[src/rtl/seq_shift_pkg.sv]
// Shared constants and types for the multi-cycle shifter: shift modes and FSM state encoding.
package seq_shift_pkg;

  typedef logic [1:0] mode_t;

  localparam mode_t MODE_SLL = 2'b00;
  localparam mode_t MODE_SRL = 2'b01;
  localparam mode_t MODE_SRA = 2'b10;
  localparam mode_t MODE_ROL = 2'b11;

  typedef enum logic [1:0] {
    ST_IDLE  = 2'b00,
    ST_SHIFT = 2'b01,
    ST_DONE  = 2'b10
  } state_e;

endpackage

[src/rtl/seq_shifter_shift_step.sv]
// Combinational single-step shifter: shifts value by k (0..STEP) in one of four modes.
module shift_step
  import seq_shift_pkg::*;
#(
  parameter int unsigned WIDTH = 16,
  parameter int unsigned K_W   = 1
) (
  input  logic [WIDTH-1:0] value,
  input  mode_t            mode,
  input  logic [K_W-1:0]   k,
  output logic [WIDTH-1:0] shifted_c
);

  logic [2*WIDTH-1:0] rot_c;

  // Rotation taken from the upper half of the doubled word shifted left.
  assign rot_c = {value, value} << k;

  always_comb begin
    shifted_c = value;
    case (mode)
      MODE_SLL: shifted_c = value << k;
      MODE_SRL: shifted_c = value >> k;
      MODE_SRA: shifted_c = WIDTH'($signed(value) >>> k);
      MODE_ROL: shifted_c = rot_c[2*WIDTH-1:WIDTH];
      default:  shifted_c = value;
    endcase
  end

endmodule

[src/rtl/seq_shifter.sv]
// Multi-cycle shifter: accepts an operand on start/ready, shifts up to STEP bits per cycle,
// then holds the result and pulses done for one cycle.
module seq_shifter
  import seq_shift_pkg::*;
#(
  parameter int unsigned WIDTH   = 16,
  parameter int unsigned SHAMT_W = $clog2(WIDTH),
  parameter int unsigned STEP    = 1
) (
  input  logic               clk,
  input  logic               rst,
  input  logic               start,
  input  logic [1:0]         mode,
  input  logic [WIDTH-1:0]   data_in,
  input  logic [SHAMT_W-1:0] shamt,
  output logic               ready,
  output logic               busy,
  output logic               done,
  output logic [WIDTH-1:0]   result
);

  localparam int unsigned K_W = $clog2(STEP + 1);
  localparam logic [SHAMT_W-1:0] SHAMT_MAX = SHAMT_W'(WIDTH - 1);

  state_e             state_q, state_d;
  mode_t              mode_q, mode_d;
  logic [WIDTH-1:0]   work_q, work_d;
  logic [WIDTH-1:0]   result_q, result_d;
  logic [SHAMT_W-1:0] count_q, count_d;
  logic               ready_q, ready_d;
  logic               busy_q, busy_d;
  logic               done_q, done_d;

  logic [SHAMT_W-1:0] shamt_eff_c;
  logic [K_W-1:0]     k_c;
  logic [WIDTH-1:0]   step_out_c;

  // Amounts beyond the word (non power-of-two widths) saturate to WIDTH-1.
  assign shamt_eff_c = (shamt > SHAMT_MAX) ? SHAMT_MAX : shamt;

  always_comb begin
    if (32'(count_q) >= STEP) k_c = K_W'(STEP);
    else                      k_c = K_W'(count_q);
  end

  shift_step #(
    .WIDTH (WIDTH),
    .K_W   (K_W)
  ) u_shift_step (
    .value     (work_q),
    .mode      (mode_q),
    .k         (k_c),
    .shifted_c (step_out_c)
  );

  always_comb begin
    state_d  = state_q;
    mode_d   = mode_q;
    work_d   = work_q;
    result_d = result_q;
    count_d  = count_q;
    case (state_q)
      ST_IDLE: begin
        if (start) begin
          mode_d = mode;
          work_d = data_in;
          if (shamt_eff_c == '0) begin
            result_d = data_in;
            state_d  = ST_DONE;
          end else begin
            count_d = shamt_eff_c;
            state_d = ST_SHIFT;
          end
        end
      end
      ST_SHIFT: begin
        work_d  = step_out_c;
        count_d = count_q - SHAMT_W'(k_c);
        if (count_d == '0) begin
          result_d = step_out_c;
          state_d  = ST_DONE;
        end
      end
      ST_DONE:  state_d = ST_IDLE;
      default:  state_d = ST_IDLE;
    endcase

    // Status flags are registered copies of the next state.
    ready_d = (state_d == ST_IDLE);
    busy_d  = (state_d != ST_IDLE);
    done_d  = (state_d == ST_DONE);
  end

  always_ff @(posedge clk or posedge rst) begin
    if (rst) begin
      state_q  <= ST_IDLE;
      mode_q   <= MODE_SLL;
      work_q   <= '0;
      result_q <= '0;
      count_q  <= '0;
      ready_q  <= 1'b1;
      busy_q   <= 1'b0;
      done_q   <= 1'b0;
    end else begin
      state_q  <= state_d;
      mode_q   <= mode_d;
      work_q   <= work_d;
      result_q <= result_d;
      count_q  <= count_d;
      ready_q  <= ready_d;
      busy_q   <= busy_d;
      done_q   <= done_d;
    end
  end

  assign ready  = ready_q;
  assign busy   = busy_q;
  assign done   = done_q;
  assign result = result_q;

endmodule
[config.mk]
export PLATFORM = sky130hd
export DESIGN_NAME = seq_shifter
export DESIGN_NICKNAME = d
export VERILOG_FILES = /design/src/rtl/seq_shift_pkg.sv /design/src/rtl/seq_shifter_shift_step.sv /design/src/rtl/seq_shifter.sv
export SDC_FILE = /design/constraint.sdc
export NUM_CORES = 1
export LEC_CHECK = 0
export ABC_AREA = 1
export CORE_MARGIN = 5
export CORE_UTILIZATION = 40
export DETAILED_ROUTE_END_ITERATION = 6
export GPL_TIMING_DRIVEN = 1
export PLACE_DENSITY = 0.74
export SYNTH_ARGS = -nofsm -noshare
export SYNTH_HDL_FRONTEND = slang
export SYNTH_HIERARCHICAL = 1
export SYNTH_SLANG_ARGS = --single-unit
[constraint.sdc]
create_clock -name clk -period 1.7 [get_ports clk]
set_input_delay 0.34 -clock clk [delete_from_list [all_inputs] [get_ports clk]]
set_output_delay 0.34 -clock clk [all_outputs]
set_load 0.02 [all_outputs]
==> summary.txt <==
Most used cell, CP: nand2_2
Area growth, synth to finish: 27.5%
Achievable Freq: 0.589 GHz
Port Buffers: 43
CTS clk-pin slew, worst paths: 0.09 ns
Rel. slew slack: 0.725
Detail Route Antenna Nets: 0
DPL Wire Length: 4.37 mm
Pwr dens: 2220 mW/mm^2
Post-Synthesis Mean Instance Area: 7.01 um^2
Layout cell share with drive strength beyond 1: 0.136
Mapped Area: 0.00250 mm^2
Critical path peak fanout: 17
CP max stage cell: dfrtp_1
Die height: 89.1 um
Pre-CTS setup slack: -0.00844 ns
Area share of the largest cell type after synthesis: 0.420
Max VDD drop: 1.03 mV
Number of global-route vias before repair: 2280
Outcome: completed
Leak Pwr: 1.67 nW
Placed cell area: 0.00308 mm^2
Setup Skew: 0.0124 ns
Slew Viols, Final: 0
Max Buffers Root-to-Sink: 2
Starting Density: 0.418
Routed WL per cell: 12.7 um
Routed wire length: 6.08 mm
Fin util: 0.532
Num ports: 44
RSZ-0062 raised after global routing: true
Yosys warns: 6
Via density per instance: 4.93
Rows: 28
Final nets: 430
DR iter-0 viols: 208
Buf+Inv Stages, Crit Path: 2
Die footprint: 0.00793 mm^2
Critical path required time: 1.89 ns
Synth top area cells: dfrtp_1, nand2_1, nand3_1
Core area: 0.00599 mm^2
Worst setup EP type: register
Antenna diode count: 0
FF+latch count, synth: 43
Fin cells: 480
Final period util: 0.999
Drc violations: 0
Worst path cell trace: nor2_2 > nand2_2 > nand2_2 > inv_2 > ha_4 > nand2_2 > nand2_2 > nor2_4 > nand4_4 > buf_12 > nand3_1 > nand2_1
Final Worst Setup Slack: 0.00175 ns
Min cycle time layout: 1.70 ns
First-pass GRT wire length: 10.3 mm
Hold Path Class: input pin to asynchronous set/reset pin
CP arrival: 1.88 ns
Setup violators final: 0
Synthesized instance count: 357
Critical Path Stages: 12
Placed Instances: 471
Via count: 2366
Synthesized Nets: 383
FF-to-FF path depth: 12
Final hold violations: 0
Root Buffer: clkbuf_8
Met3 usage: 0.0359
WS Path Type: register to register
Gr ovfl total: 0
Max-cap violations: 0
Post-route cell area: 0.00319 mm^2
Sequential area share after synthesis: 0.431
Worst skew pair latency: 0.30 ns
Die Span X: 89.1 um
CP peak stage delay: 0.39 ns
GR Util met2: 0.259
Clock sink count: 43
Setup crit start kind: register
Met1 Resource Use GR: 0.229
Total CTS buffers: 5
Largest net degree at the start of global routing: 44
Unique masters post-synth: 21
Total GRT Usage: 0.168
Initial antenna violation count: 0
Deepest level of the CTS H-tree: 2
Fin Setup TNS: 0 ns
Critical path's top delay family: simple AND/OR/NAND/NOR gates
Tightest Pin Transition: 0.412 ns
Final GP Congestion: 0.830
CTS tree: built
Hold_buf cts: 0
GRT busiest layer: met2
Pre-antenna DRT Iters: 4
Post-synth top area cell: dfrtp_1
==> Yosys cell counts <==
library cell,count
buf_4,6
dfrtp_1,42
nand4_4,1
nor2_2,1
clkbuf_1,2
a31oi_1,16
a21oi_1,3
o21ai_0,3
nor2_4,1
o211ai_1,3
nor2_1,21
nand2_2,13
nand2_1,152
inv_1,27
buf_6,2
buf_2,6
ha_1,1
inv_2,8
nand3_1,46
nand2_4,2
dfstp_2,1
==> metal layers <==
layer  vias to the layer above  wire [um]
met3                        12        339
met4                         0        156
met1                      1073       2830
met5                         -          0
li1                       1215          -
met2                        66       2760
==> cells by family after synthesis <==
group,share of synthesized area
and+or+nand+nor,0.409
buffers and inverters,0.0945
adders and majority gates,0.00500
AOI/OAI and AO/OA,0.0610
DFF,0.431
==> power by group <==
group          switching [mW]  internal [mW]
combinational            2.75           1.76
sequential              0.359           1.56
clock                   0.366          0.286
==> worst paths after layout <==
kind | start | slack [ns] | end
min in group clk | result[2] | 0.52 | result[2]
worst max-delay path | count_q[1] | 0.002 | result[11]
max in group asynchronous | rst | 1.04 | ready
worst min-delay path | rst | 0.39 | result[8]
worst max register to register | count_q[1] | 0.002 | result[11]
worst min register to register | result[2] | 0.52 | result[2]
==> through the flow <==
| step | power, mW | hold WS (ns) |
|---|---|---|
| 6_report | 7.08 | 0.387 |
| 5_1_grt | 7.80 | 0.421 |
| 4_1_cts | 7.05 | 0.399 |
| 3_5_place_dp | 6.36 | 0.493 |
| 3_3_place_gp | 6.28 | 0.501 |
| 2_1_floorplan | 5.12 | 0.457 |
==> placed cells by master (no fill, tap or decap), drive strengths merged <==
master / synthesis / routed
a31oi: 16 / 16
inv: 35 / 35
dfstp: 1 / 1
nand2: 167 / 167
nand4: 1 / 1
o21ai: 3 / 3
ha: 1 / 1
nor2: 23 / 23
clkinvlp: 0 / 2
dlygate4sd2: 0 / 1
o211ai: 3 / 3
nand3: 46 / 46
clkbuf: 2 / 5
clkdlybuf4s50: 0 / 42
dfrtp: 42 / 42
buf: 14 / 13
clkinv: 0 / 1
a21oi: 3 / 3
==> worst min-delay path: stages <==
cell	delay, ns
clkdlybuf4s50_1	0.39
inv_1	0.09
buf_12	0.25
==> repair_timing <==
action,in CTS,in global routing
buffers inserted,0,1
endpoints found under the setup margin,5,18
resized for setup,3,4
pin swaps,0,1
==> registers in the layout, summed over array words and instances, names as in the netlist <==
signal,count
mode_q,2
state_q,2
busy,1
work_q,16
done,1
result,16
ready,1
count_q,4
==> layout make-up <==
cell class	instances	area [um^2]
clock inverters	3	20.0
repair buffers	56	577
flip-flops and latches	43	1080
well taps	75	93.8
fillers	566	2800
clock buffers	5	68.8
multi-input cells	263	1210
inverters	35	139
No activity file was read; power rests on OpenSTA's default activity.
